==> config.mk <==
export PLATFORM = sky130hd
export DESIGN_NAME = irq_controller
export DESIGN_NICKNAME = d
export VERILOG_FILES = /design/src/rtl/irq_pkg.sv /design/src/rtl/irq_priority_encoder.sv /design/src/rtl/irq_controller.sv
export SDC_FILE = /design/constraint.sdc
export NUM_CORES = 1
export LEC_CHECK = 0
export ABC_AREA = 1
export BUFFER_PORTS_ARGS = -buffer_cell sky130_fd_sc_hd__buf_2
export CAP_MARGIN = 10
export CORE_MARGIN = 8
export CORE_UTILIZATION = 29
export CTS_BUF_LIST = sky130_fd_sc_hd__clkbuf_2
export DETAILED_ROUTE_END_ITERATION = 8
export SLEW_MARGIN = 30
export SYNTH_ARGS = -nofsm -noshare
export SYNTH_HDL_FRONTEND = slang
export SYNTH_SLANG_ARGS = --single-unit
==> constraint.sdc <==
create_clock -name clk -period 3.1 [get_ports clk]
set_input_delay 0.155 -clock clk [delete_from_list [all_inputs] [get_ports clk]]
set_output_delay 0.155 -clock clk [all_outputs]
set_load 0.01 [all_outputs]
==> src/rtl/irq_pkg.sv <==
// ---------------------------------------------------------------------------
// irq_pkg
// Shared types and constants for the prioritised interrupt controller.
//   irq_state_t      : request FSM states (IDLE, ASSERT)
//   CTRL_ADDR        : word address of the CTRL register (mask / vector base)
//   STATUS_ADDR      : word address of the STATUS register (pending / in-service)
//   SPURIOUS_OFFSET  : vector offset returned for an inta with no request
// ---------------------------------------------------------------------------
package irq_pkg;

  typedef enum logic {
    IDLE   = 1'b0,
    ASSERT = 1'b1
  } irq_state_t;

  localparam logic       CTRL_ADDR       = 1'b0;
  localparam logic       STATUS_ADDR     = 1'b1;
  localparam logic [7:0] SPURIOUS_OFFSET = 8'd7;

endpackage

==> src/rtl/irq_priority_encoder.sv <==
// ---------------------------------------------------------------------------
// irq_priority_encoder
// Finds the lowest set bit of a request vector (index 0 = highest priority).
// Ports:
//   i_req    in   N   request bits
//   o_valid  out  1   at least one request bit is set
//   o_index  out  3   index of the lowest set bit (0 when none)
// ---------------------------------------------------------------------------
module irq_priority_encoder #(
  parameter int N = 8
) (
  input  logic [N-1:0] i_req,
  output logic         o_valid,
  output logic [2:0]   o_index
);

  // Scan from the lowest priority upward so the lowest index is written last.
  always_comb begin
    o_valid = 1'b0;
    o_index = 3'd0;
    for (int i = N - 1; i >= 0; i--) begin
      o_index = i_req[i] ? 3'(i) : o_index;
      o_valid = o_valid | i_req[i];
    end
  end

endmodule

==> src/rtl/irq_controller.sv <==
// ---------------------------------------------------------------------------
// irq_controller
// Prioritised interrupt controller between bus peripherals and the CPU core.
// Latches rising edges on the irq lines, applies a mask, raises intr toward
// the CPU, returns a vector on inta and tracks in-service levels until the
// software writes an EOI. Exposes a two-word register block on data_m.
// Ports:
//   clk              in   1         system clock
//   reset            in   1         asynchronous, active-high reset
//   cs               in   1         chip select for this register block
//   data_m_addr      in   [1:1]     0 = CTRL, 1 = STATUS
//   data_m_data_in   in   16        write data
//   data_m_data_out  out  16        registered read data, 0 when not reading
//   data_m_bytesel   in   2         byte enables ([0] = 7:0, [1] = 15:8)
//   data_m_wr_en     in   1         1 = write, 0 = read
//   data_m_access    in   1         bus access strobe
//   data_m_ack       out  1         access acknowledge, one cycle after access
//   irq_in           in   NUM_IRQS  edge-sensitive peripheral irq lines
//   intr             out  1         interrupt request to the CPU
//   inta             in   1         one-cycle interrupt-acknowledge pulse
//   irq_vector       out  8         vector, valid from the cycle after inta
// ---------------------------------------------------------------------------
module irq_controller
  import irq_pkg::*;
#(
  parameter int NUM_IRQS = 8
) (
  input  logic                clk,
  input  logic                reset,
  input  logic                cs,
  input  logic [1:1]          data_m_addr,
  input  logic [15:0]         data_m_data_in,
  output logic [15:0]         data_m_data_out,
  input  logic [1:0]          data_m_bytesel,
  input  logic                data_m_wr_en,
  input  logic                data_m_access,
  output logic                data_m_ack,
  input  logic [NUM_IRQS-1:0] irq_in,
  output logic                intr,
  input  logic                inta,
  output logic [7:0]          irq_vector
);

  logic [7:0]          r_mask;
  logic [7:0]          r_vector_base;
  logic [NUM_IRQS-1:0] r_pending;
  logic [NUM_IRQS-1:0] r_in_service;
  logic [NUM_IRQS-1:0] r_irq_prev;
  irq_state_t          r_state;
  logic [2:0]          r_idx;

  logic                w_bus_rd;
  logic                w_ctrl_wr;
  logic                w_status_wr;
  logic [7:0]          w_eoi;
  logic [NUM_IRQS-1:0] w_edge;
  logic                w_inta_take;
  logic [NUM_IRQS-1:0] w_take;
  logic [NUM_IRQS-1:0] w_cand_req;
  logic                w_cand_valid;
  logic [2:0]          w_cand_idx;
  logic                w_is_valid;
  logic [2:0]          w_is_idx;
  logic                w_cand_ok;
  logic [7:0]          w_pending8;
  logic [7:0]          w_in_service8;

  assign w_bus_rd    = cs & data_m_access & ~data_m_wr_en;
  assign w_ctrl_wr   = cs & data_m_access & data_m_wr_en & (data_m_addr == CTRL_ADDR);
  assign w_status_wr = cs & data_m_access & data_m_wr_en & (data_m_addr == STATUS_ADDR);
  assign w_eoi       = (w_status_wr & data_m_bytesel[0]) ? data_m_data_in[7:0] : 8'h00;
  assign w_edge      = irq_in & ~r_irq_prev;
  assign w_inta_take = (r_state == ASSERT) & inta;
  assign w_cand_req  = r_pending & ~r_mask[NUM_IRQS-1:0];

  // A candidate only counts if it outranks every level already in service.
  assign w_cand_ok = w_cand_valid & (~w_is_valid | (w_cand_idx < w_is_idx));

  // One-hot of the request being acknowledged this cycle.
  always_comb begin
    w_take = '0;
    for (int i = 0; i < NUM_IRQS; i++) begin
      w_take[i] = w_inta_take & (r_idx == 3'(i));
    end
  end

  // Zero-extend the per-line state to the 8-bit STATUS fields.
  always_comb begin
    w_pending8                    = 8'h00;
    w_in_service8                 = 8'h00;
    w_pending8[NUM_IRQS-1:0]      = r_pending;
    w_in_service8[NUM_IRQS-1:0]   = r_in_service;
  end

  irq_priority_encoder #(.N(NUM_IRQS)) u_cand_enc (
    .i_req   (w_cand_req),
    .o_valid (w_cand_valid),
    .o_index (w_cand_idx)
  );

  irq_priority_encoder #(.N(NUM_IRQS)) u_is_enc (
    .i_req   (r_in_service),
    .o_valid (w_is_valid),
    .o_index (w_is_idx)
  );

  // Bus side: ack, registered read data and CTRL byte writes.
  always_ff @(posedge clk or posedge reset) begin
    if (reset) begin
      data_m_ack      <= 1'b0;
      data_m_data_out <= 16'h0000;
      r_mask          <= 8'hFF;
      r_vector_base   <= 8'h00;
    end else begin
      data_m_ack <= cs & data_m_access;
      if (w_bus_rd) begin
        data_m_data_out <= (data_m_addr == STATUS_ADDR) ? {w_in_service8, w_pending8}
                                                        : {r_vector_base, r_mask};
      end else begin
        data_m_data_out <= 16'h0000;
      end
      if (w_ctrl_wr & data_m_bytesel[0]) begin
        r_mask <= data_m_data_in[7:0];
      end
      if (w_ctrl_wr & data_m_bytesel[1]) begin
        r_vector_base <= data_m_data_in[15:8];
      end
    end
  end

  // Edge capture plus pending / in-service bookkeeping; sets beat clears.
  always_ff @(posedge clk or posedge reset) begin
    if (reset) begin
      r_irq_prev   <= '0;
      r_pending    <= '0;
      r_in_service <= '0;
    end else begin
      r_irq_prev   <= irq_in;
      r_pending    <= (r_pending & ~w_take) | w_edge;
      r_in_service <= (r_in_service & ~w_eoi[NUM_IRQS-1:0]) | w_take;
    end
  end

  // Request FSM: raises intr, tracks the offered index, produces the vector.
  always_ff @(posedge clk or posedge reset) begin
    if (reset) begin
      r_state    <= IDLE;
      r_idx      <= 3'd0;
      intr       <= 1'b0;
      irq_vector <= 8'h00;
    end else begin
      case (r_state)
        IDLE: begin
          if (inta) begin
            irq_vector <= r_vector_base + SPURIOUS_OFFSET;
          end
          if (w_cand_ok) begin
            r_state <= ASSERT;
            r_idx   <= w_cand_idx;
            intr    <= 1'b1;
          end
        end
        ASSERT: begin
          if (inta) begin
            irq_vector <= r_vector_base + {5'b00000, r_idx};
            intr       <= 1'b0;
            r_state    <= IDLE;
          end else if (w_cand_ok && (w_cand_idx <= r_idx)) begin
            // Same request still valid, or a higher-priority one overtook it.
            r_idx <= w_cand_idx;
          end else begin
            // Request withdrawn (masked or outranked by in-service): no vector.
            intr    <= 1'b0;
            r_state <= IDLE;
          end
        end
        default: begin
          intr    <= 1'b0;
          r_state <= IDLE;
        end
      endcase
    end
  end

endmodule

==> results of run 1 <==
## per-layer routing
metal / routed length, µm / vias to the layer above / GRT usage
met1: 3615 / 1254 / 0.1399
met2: 3559 / 59 / 0.1800
met5: 0 / - / 0
met4: 157 / 0 / 0.05255
li1: - / 1357 / -
met3: 489 / 17 / 0.03517
## what timing repair did
| action | in CTS | in global routing |
|---|---|---|
| resized for setup | 0 | 0 |
| hold endpoints to repair | 115 | 0 |
| hold buffers | 29 | 0 |
## per-stage QoR
stage	total power, mW	std cells	setup slack, ps	util	hold slack (ps)
after floorplan	1.840	370	949.7	-	186.4
after global placement	2.082	562	753.1	0.3398	279.1
after detailed placement	2.118	562	648.3	0.3398	281.9
after CTS	2.671	607	589.6	0.3767	88.02
after global routing	2.857	607	319.2	0.3770	135.6
final	2.632	607	570.3	0.3770	118.7
## power breakdown
group	leakage (nW)	internal (mW)	switching [mW]	total [mW]
Combinational	1.26	0.336	0.548	0.884
Clock	0.0656	0.186	0.329	0.515
Sequential	0.828	1.09	0.139	1.23
## area by class of cell
type | count | area [µm²] | share of cell area
well taps | 140 | 175.2 | 0.04249
inverters | 69 | 259.0 | 0.06282
clock buffers | 10 | 50.05 | 0.01214
clock inverters | 6 | 62.56 | 0.01517
multi-input cells | 224 | 1222 | 0.2965
repair buffers | 88 | 591.8 | 0.1436
flip-flops and latches | 70 | 1762 | 0.4273
## registers in the layout, summed over array words and instances, names as in the netlist, 3 cells and up
name,count
data_m_data_out,16
irq_vector,8
r_in_service,8
r_irq_prev,8
r_mask,8
r_pending,8
r_vector_base,8
r_idx,3
## worst max-delay path, cell delays in order (launching register included)
cell and delay [ps]:
dfrtp_1 380, inv_1 60, o21ai_1 220, nand3_1 110, a31oi_1 320, ha_1 320
inv_1 60, nor2_1 30, o21ai_0 270, nand2_1 120, nand2_2 90, o211ai_2 80
inv_2 140, o211ai_4 100, nand2_1 70, nand2_1 50
## cells in the mapped netlist (all sizes together)
master	instances	area share
o21ai	57	0.087
xor2	2	0.0054
nor4	1	0.0019
or2	1	0.0019
nand4	1	0.0038
a211oi	6	0.014
clkbuf	6	0.0069
nand2	91	0.12
dfstp	8	0.064
inv	69	0.079
dfrtp	62	0.47
o2111ai	3	0.0080
fa	1	0.0061
a31oi	2	0.0038
nor2	24	0.031
o31ai	2	0.0046
mux2	4	0.014
buf	1	0.0015
a21oi	7	0.012
nor3	3	0.0046
nand3	9	0.015
o211ai	2	0.010
o311ai	1	0.0027
ha	7	0.027
## logic make-up (layout without fill, tap and decap cells)
family                   after synthesis  count (layout)
multiplexers                           4               4
AO/OA/AOI/OAI                         80              80
AND/OR/NAND/NOR                      130             130
buffers and inverters                 76             173
XOR/XNOR                               2               2
flip-flops                            70              70
adder cells (fa/ha/maj)                8               8
## final timing paths
kind / slack [ps] / startpoint / end / cells after the start
min: 120 / data_m_addr / data_m_data_out[11] / 3
min in group asynchronous: 300 / reset / data_m_data_out[6] / 4
min reg2reg: 430 / r_irq_prev[7] / r_pending[7] / 1
max in group asynchronous: 2360 / reset / data_m_data_out[9] / 4
max: 570 / r_pending[7] / r_idx[0] / 15
max reg2reg: 570 / r_pending[7] / r_idx[0] / 15
==> impl_metrics.sql, run 1 <==
INSERT INTO impl_metrics (metric_group, metric, value, unit) VALUES
('sta', 'finalHoldViolCount', '0', ''),
('clock_tree', 'cts_bufs_inserted', '9', ''),
('setup_path', 'crit_arrival', '2950', 'ps'),
('floorplan', 'floorplan.initialDensity', '0.2991', ''),
('route', 'vias', '2687', ''),
('pwr', 'static-leakage-power', '2.153', 'nW'),
('sta', 'timing.final.crit_period', '2530', 'ps'),
('grt', 'globalRouteOverflowTotal', '0', ''),
('layout', 'leading_cell_types_in_the_layout_fill_and_taps_excluded', '81 x nand2_1, 63 x inv_1, 62 x dfrtp_1', ''),
('layout', 'final_layout_size_suffix_gt1_frac', '0.2355', ''),
('route', 'detail_route.first_pass.iterations', '5', ''),
('route', 'drt_wl_total', '7.821', 'mm'),
('grt', 'grt_start_max_net_pins', '71', ''),
('synth', 'synth_fa_ha_area_frac', '0.03290', ''),
('synth', 'postSynthAreaPerCell', '8.840', 'µm²'),
('clock_tree', 'ctsRootBufferMaster', 'clkbuf_2', ''),
('synth', 'post_synth_inst_count', '370', ''),
('layout', 'fillers', '1126', ''),
('setup_path', 'worst_ep_required_time', '3520', 'ps'),
('synth', 'yosysSeqAreaShare', '0.5386', ''),
('job', 'drv.max_cap_violation_count', '0', ''),
('floorplan', 'placement_rows', '38', ''),
('synth', 'synthesized_area_fraction_occupied_by_xor_and_xnor_cells', '0.005356', ''),
('sta', 'timing.setup.tns', '0', 'ps'),
('route', 'drcViolationCount', '0', ''),
('floorplan', 'top_level_ports', '59', ''),
('grt', 'global_route_wire_length_before_repair', '13.45', 'mm'),
('min_path', 'hold_class', 'in -> reg', ''),
('floorplan', 'die_area', '0.01493', 'mm²'),
('layout', 'diodes', '0', ''),
('grt', 'grt_pass1_vias', '2818', ''),
('setup_path', 'crit_type', 'reg -> reg', ''),
('layout', 'layout-area-overhead-vs-synth', '26.05', '%'),
('floorplan', 'height_of_the_chip', '122.2', 'µm'),
('synth', 'post_synth_design_cell_area', '0.003271', 'mm²'),
('run_status', 'status', 'complete, no violations', ''),
('grt', 'grtUsageTotal', '0.1139', ''),
('setup_path', 'timing.critical_path.from_type', 'flop', ''),
('sta', 'setup-violations-final', '0', ''),
('pwr', 'powerDensity', '638.3', 'mW/mm²'),
('placed_design', 'dpl_cell_area', '0.003716', 'mm²'),
('sta', 'tightest_slew', '831.2', 'ps'),
('route', 'wire_per_inst', '12.88', 'µm'),
('floorplan', 'core_area', '0.01094', 'mm²'),
('clock_tree', 'ctsLongestPathBuffers', '2', ''),
('synth', 'yosys.cell_types.count', '33', ''),
('floorplan', 'die_width', '122.2', 'µm'),
('synth', 'synthSimpleGateAreaFrac', '0.1794', ''),
('synth', 'synth_nets', '411', ''),
('placed_design', 'gp_congestion', '0.8443', ''),
('synth', 'muxShareOfSynthArea', '0.01377', ''),
('synth', 'synth.yosys.warnings', '0', ''),
('sta', 'max_clock_freq', '395.3', 'MHz'),
('sta', 'relSlewSlack', '0.4438', ''),
('layout', 'layout.cells.most_common', 'nand2_1', ''),
('clock_tree', 'cts.sink_count', '70', ''),
('route', 'first_iter_violations', '172', ''),
('layout', 'final_net_count', '503', ''),
('synth', 'combinational_family_with_the_most_area_after_synthesis', 'simple AND/OR/NAND/NOR gates', ''),
('route', 'routed_via_density', '4.427', ''),
('clock_tree', 'cts_setup_buffers', '0', ''),
('pwr', 'power.ir.vdd_worst', '257.4', 'µV'),
('sta', 'timing.clock.skew', '25.67', 'ps'),
('sta', 'slew_viol_final', '0', ''),
('sta', 'post-route-period-util', '0.8160', ''),
('clock_tree', 'cts_tree', 'yes', ''),
('clock_tree', 'clock_pin_slew_reported_for_the_worst_setup_and_hold_paths_after_clock_tree_synthesis', '190', 'ps'),
('sta', 'rsz0062_at_grt', 'false', ''),
('setup_path', 'critPathMaxFanout', '5', ''),
('clock_tree', 'htree_levels', '3', ''),
('grt', 'grt_antenna_before_repair', '0', ''),
('route', 'number_of_routed_nets_with_antenna_violations', '0', ''),
('synth', 'synth_compound_gate_area_share', '0.1423', ''),
('setup_path', 'critical_path.endpoint_type', 'flop', ''),
('placed_design', 'placement.io_buffers', '58', ''),
('clock_tree', 'clkLatencyLatePin', '540', 'ps'),
('layout', 'finalInstanceArea', '0.004123', 'mm²'),
('placed_design', 'dp.final_hpwl', '5.935', 'mm'),
('synth', 'synth_seq_cells', '70', '');
Note: power is estimated with default switching activity, not from simulation.
==> run 2: changes to the inputs <==
- clock period: 3.1 -> 2.54 ns (I/O delays scaled with it)
==> run 2 against run 1 <==
  * Maximum frequency grew 12%
  * Clock skew down 7.5 ps
  * Critical endpoint is now r_idx[2]
  * Largest power group unchanged
  * Critical path type unchanged
  * Utilization up 0.33 points
==> impl_metrics.sql, run 2 (synthesized netlist as in run 1, its figures left out) <==
INSERT INTO impl_metrics (metric_group, metric, value, unit) VALUES
('layout', 'fillers', '1143', ''),
('route', 'wire_per_inst', '13.25', 'µm'),
('grt', 'grtUsageTotal', '0.1155', ''),
('grt', 'globalRouteOverflowTotal', '0', ''),
('setup_path', 'critPathMaxFanout', '5', ''),
('route', 'vias', '2722', ''),
('clock_tree', 'cts_tree', 'yes', ''),
('grt', 'met1_routing_resource_usage_after_global_routing', '0.1457', ''),
('clock_tree', 'clock_pin_slew_reported_for_the_worst_setup_and_hold_paths_after_clock_tree_synthesis', '220', 'ps'),
('layout', 'final_layout_size_suffix_gt1_frac', '0.2426', ''),
('sta', 'setup-violations-final', '0', ''),
('grt', 'global_route_wire_length_before_repair', '13.62', 'mm'),
('floorplan', 'core_area', '0.01094', 'mm²'),
('setup_path', 'worst_ep_required_time', '2970', 'ps'),
('sta', 'timing.clock.skew', '18.15', 'ps'),
('placed_design', 'dp.final_hpwl', '6.109', 'mm'),
('grt', 'grt_most_used_layer', 'met2', ''),
('layout', 'layout.cells.most_common', 'nand2_1', ''),
('pwr', 'static-leakage-power', '2.175', 'nW'),
('layout', 'regMostFlops', 'data_m_data_out', ''),
('sta', 'tightest_slew', '719.1', 'ps'),
('layout', 'leading_cell_types_in_the_layout_fill_and_taps_excluded', '81 x nand2_1, 63 x inv_1, 62 x dfrtp_1', ''),
('pwr', 'power.ir.vdd_worst', '244.3', 'µV'),
('layout', 'final_net_count', '506', ''),
('floorplan', 'placement_rows', '38', ''),
('clock_tree', 'cts_bufs_inserted', '9', ''),
('layout', 'layout-area-overhead-vs-synth', '27.16', '%'),
('floorplan', 'floorplan.initialDensity', '0.2991', ''),
('setup_path', 'timing.critical_path.from_type', 'flop', ''),
('floorplan', 'die_width', '122.2', 'µm'),
('layout', 'area_occupied_by_multi_input_gates', '0.001222', 'mm²'),
('layout', 'diodes', '0', ''),
('clock_tree', 'ctsLongestPathBuffers', '2', ''),
('route', 'first_iter_violations', '151', ''),
('floorplan', 'die_area', '0.01493', 'mm²'),
('setup_path', 'crit_type', 'reg -> reg', ''),
('placed_design', 'placement.io_buffers', '58', ''),
('layout', 'sequential_cell_area', '0.001762', 'mm²'),
('clock_tree', 'clkLatencyLatePin', '520', 'ps'),
('route', 'number_of_routed_nets_with_antenna_violations', '0', ''),
('clock_tree', 'ctsRootBufferMaster', 'clkbuf_2', ''),
('job', 'drv.max_cap_violation_count', '0', ''),
('grt', 'globalRouteMet3Util', '0.03286', ''),
('floorplan', 'top_level_ports', '59', ''),
('sta', 'timing.final.crit_period', '2250', 'ps'),
('sta', 'setup_ws', '290.2', 'ps'),
('sta', 'holdWs', '105.8', 'ps'),
('min_path', 'hold_class', 'in -> reg', ''),
('route', 'drt_wl_total', '8.084', 'mm'),
('sta', 'finalHoldViolCount', '0', ''),
('grt', 'grt_start_max_net_pins', '39', ''),
('sta', 'max_clock_freq', '444.5', 'MHz'),
('route', 'routed_via_density', '4.462', ''),
('setup_path', 'crit_arrival', '2680', 'ps'),
('placed_design', 'dp.cells', '565', ''),
('layout', 'final_cells', '610', ''),
('grt', 'grt_antenna_before_repair', '0', ''),
('pwr', 'powerDensity', '786.5', 'mW/mm²'),
('grt', 'grt_pass1_vias', '2774', ''),
('sta', 'relSlewSlack', '0.5199', ''),
('clock_tree', 'htree_levels', '3', ''),
('floorplan', 'height_of_the_chip', '122.2', 'µm'),
('run_status', 'status', 'complete, no violations', ''),
('clock_tree', 'cts.sink_count', '70', ''),
('grt', 'global_route.usage.met2', '0.1862', ''),
('sta', 'slew_viol_final', '0', ''),
('layout', 'largest_register_ff_count', '16', ''),
('clock_tree', 'cts_setup_buffers', '0', ''),
('route', 'drcViolationCount', '0', ''),
('sta', 'rsz0062_at_grt', 'false', ''),
('placed_design', 'dp_worst_setup_slack', '229.6', 'ps'),
('setup_path', 'critical_path.endpoint_type', 'flop', ''),
('route', 'detail_route.first_pass.iterations', '4', ''),
('sta', 'timing.setup.tns', '0', 'ps'),
('sta', 'post-route-period-util', '0.8858', ''),
('placed_design', 'gp_congestion', '0.8416', '');
==> run 2: cell count changes in the layout (fill, tap and decap cells not counted), sizes merged <==
cell and change:
buf +3, clkbuf -1, clkinv -1, inv +2
==> run 2: worst max-delay path, cell delays in order (launching register included) <==
cell and delay (ps):
dfstp_2 580, inv_1 50, nand2_2 70, nand3_1 80
a31oi_1 220, ha_1 280, inv_1 50, nor2_1 30
o21ai_1 190, nand2_1 100, nand2_2 80, o211ai_2 70
inv_2 140, o211ai_4 100, nand2_1 80, nand2_1 60
==> run 2: per-stage QoR <==
| stage | total power, mW | utilization | cell area, µm² |
|---|---|---|---|
| after floorplan | 2.245 | - | 3271 |
| after global placement | 2.556 | 0.3430 | 3751 |
| after detailed placement | 2.599 | 0.3430 | 3751 |
| after CTS | 3.297 | 0.3803 | 4159 |
| after global routing | 3.544 | 0.3803 | 4159 |
| final | 3.271 | 0.3803 | 4159 |
==> run 2: layer usage <==
layer	vias to the layer above	part of all wire
li1	1371	-
met1	1284	0.47
met3	8	0.062
met4	0	0.0092
met5	-	0
met2	59	0.46
==> run 2: final timing paths <==
check / startpoint / to / slack, ps / depth (start not counted)
setup / recovery: r_mask[4] / r_idx[2] / 290 / 15
hold / removal: data_m_addr / data_m_data_out[11] / 110 / 3
setup reg to reg: r_mask[4] / r_idx[2] / 290 / 15
hold reg to reg: r_irq_prev[3] / r_pending[3] / 430 / 1
max in group asynchronous: reset / r_mask[0] / 1570 / 4
min in group asynchronous: reset / data_m_ack / 250 / 3
==> run 2: where the power goes <==
part | internal [mW] | switching [mW]
Combinational | 0.420 | 0.675
Clock | 0.230 | 0.437
Sequential | 1.34 | 0.174
==> run 2: area by class of cell <==
| class | count | area share |
|---|---|---|
| Clock buffer | 9 | 0.01083 |
| Clock inverter | 7 | 0.01745 |
| Inverter | 69 | 0.06227 |
| Multi-Input combinational cell | 224 | 0.2939 |
| Sequential cell | 70 | 0.4236 |
| Tap cell | 140 | 0.04212 |
| Timing Repair Buffer | 91 | 0.1498 |
==> run 2: timing repair <==
action	4_1_cts	5_1_grt
hold buffers	29	0
hold endpoints to repair	86	0
setup endpoints to repair	0	4
gates resized for setup	0	1
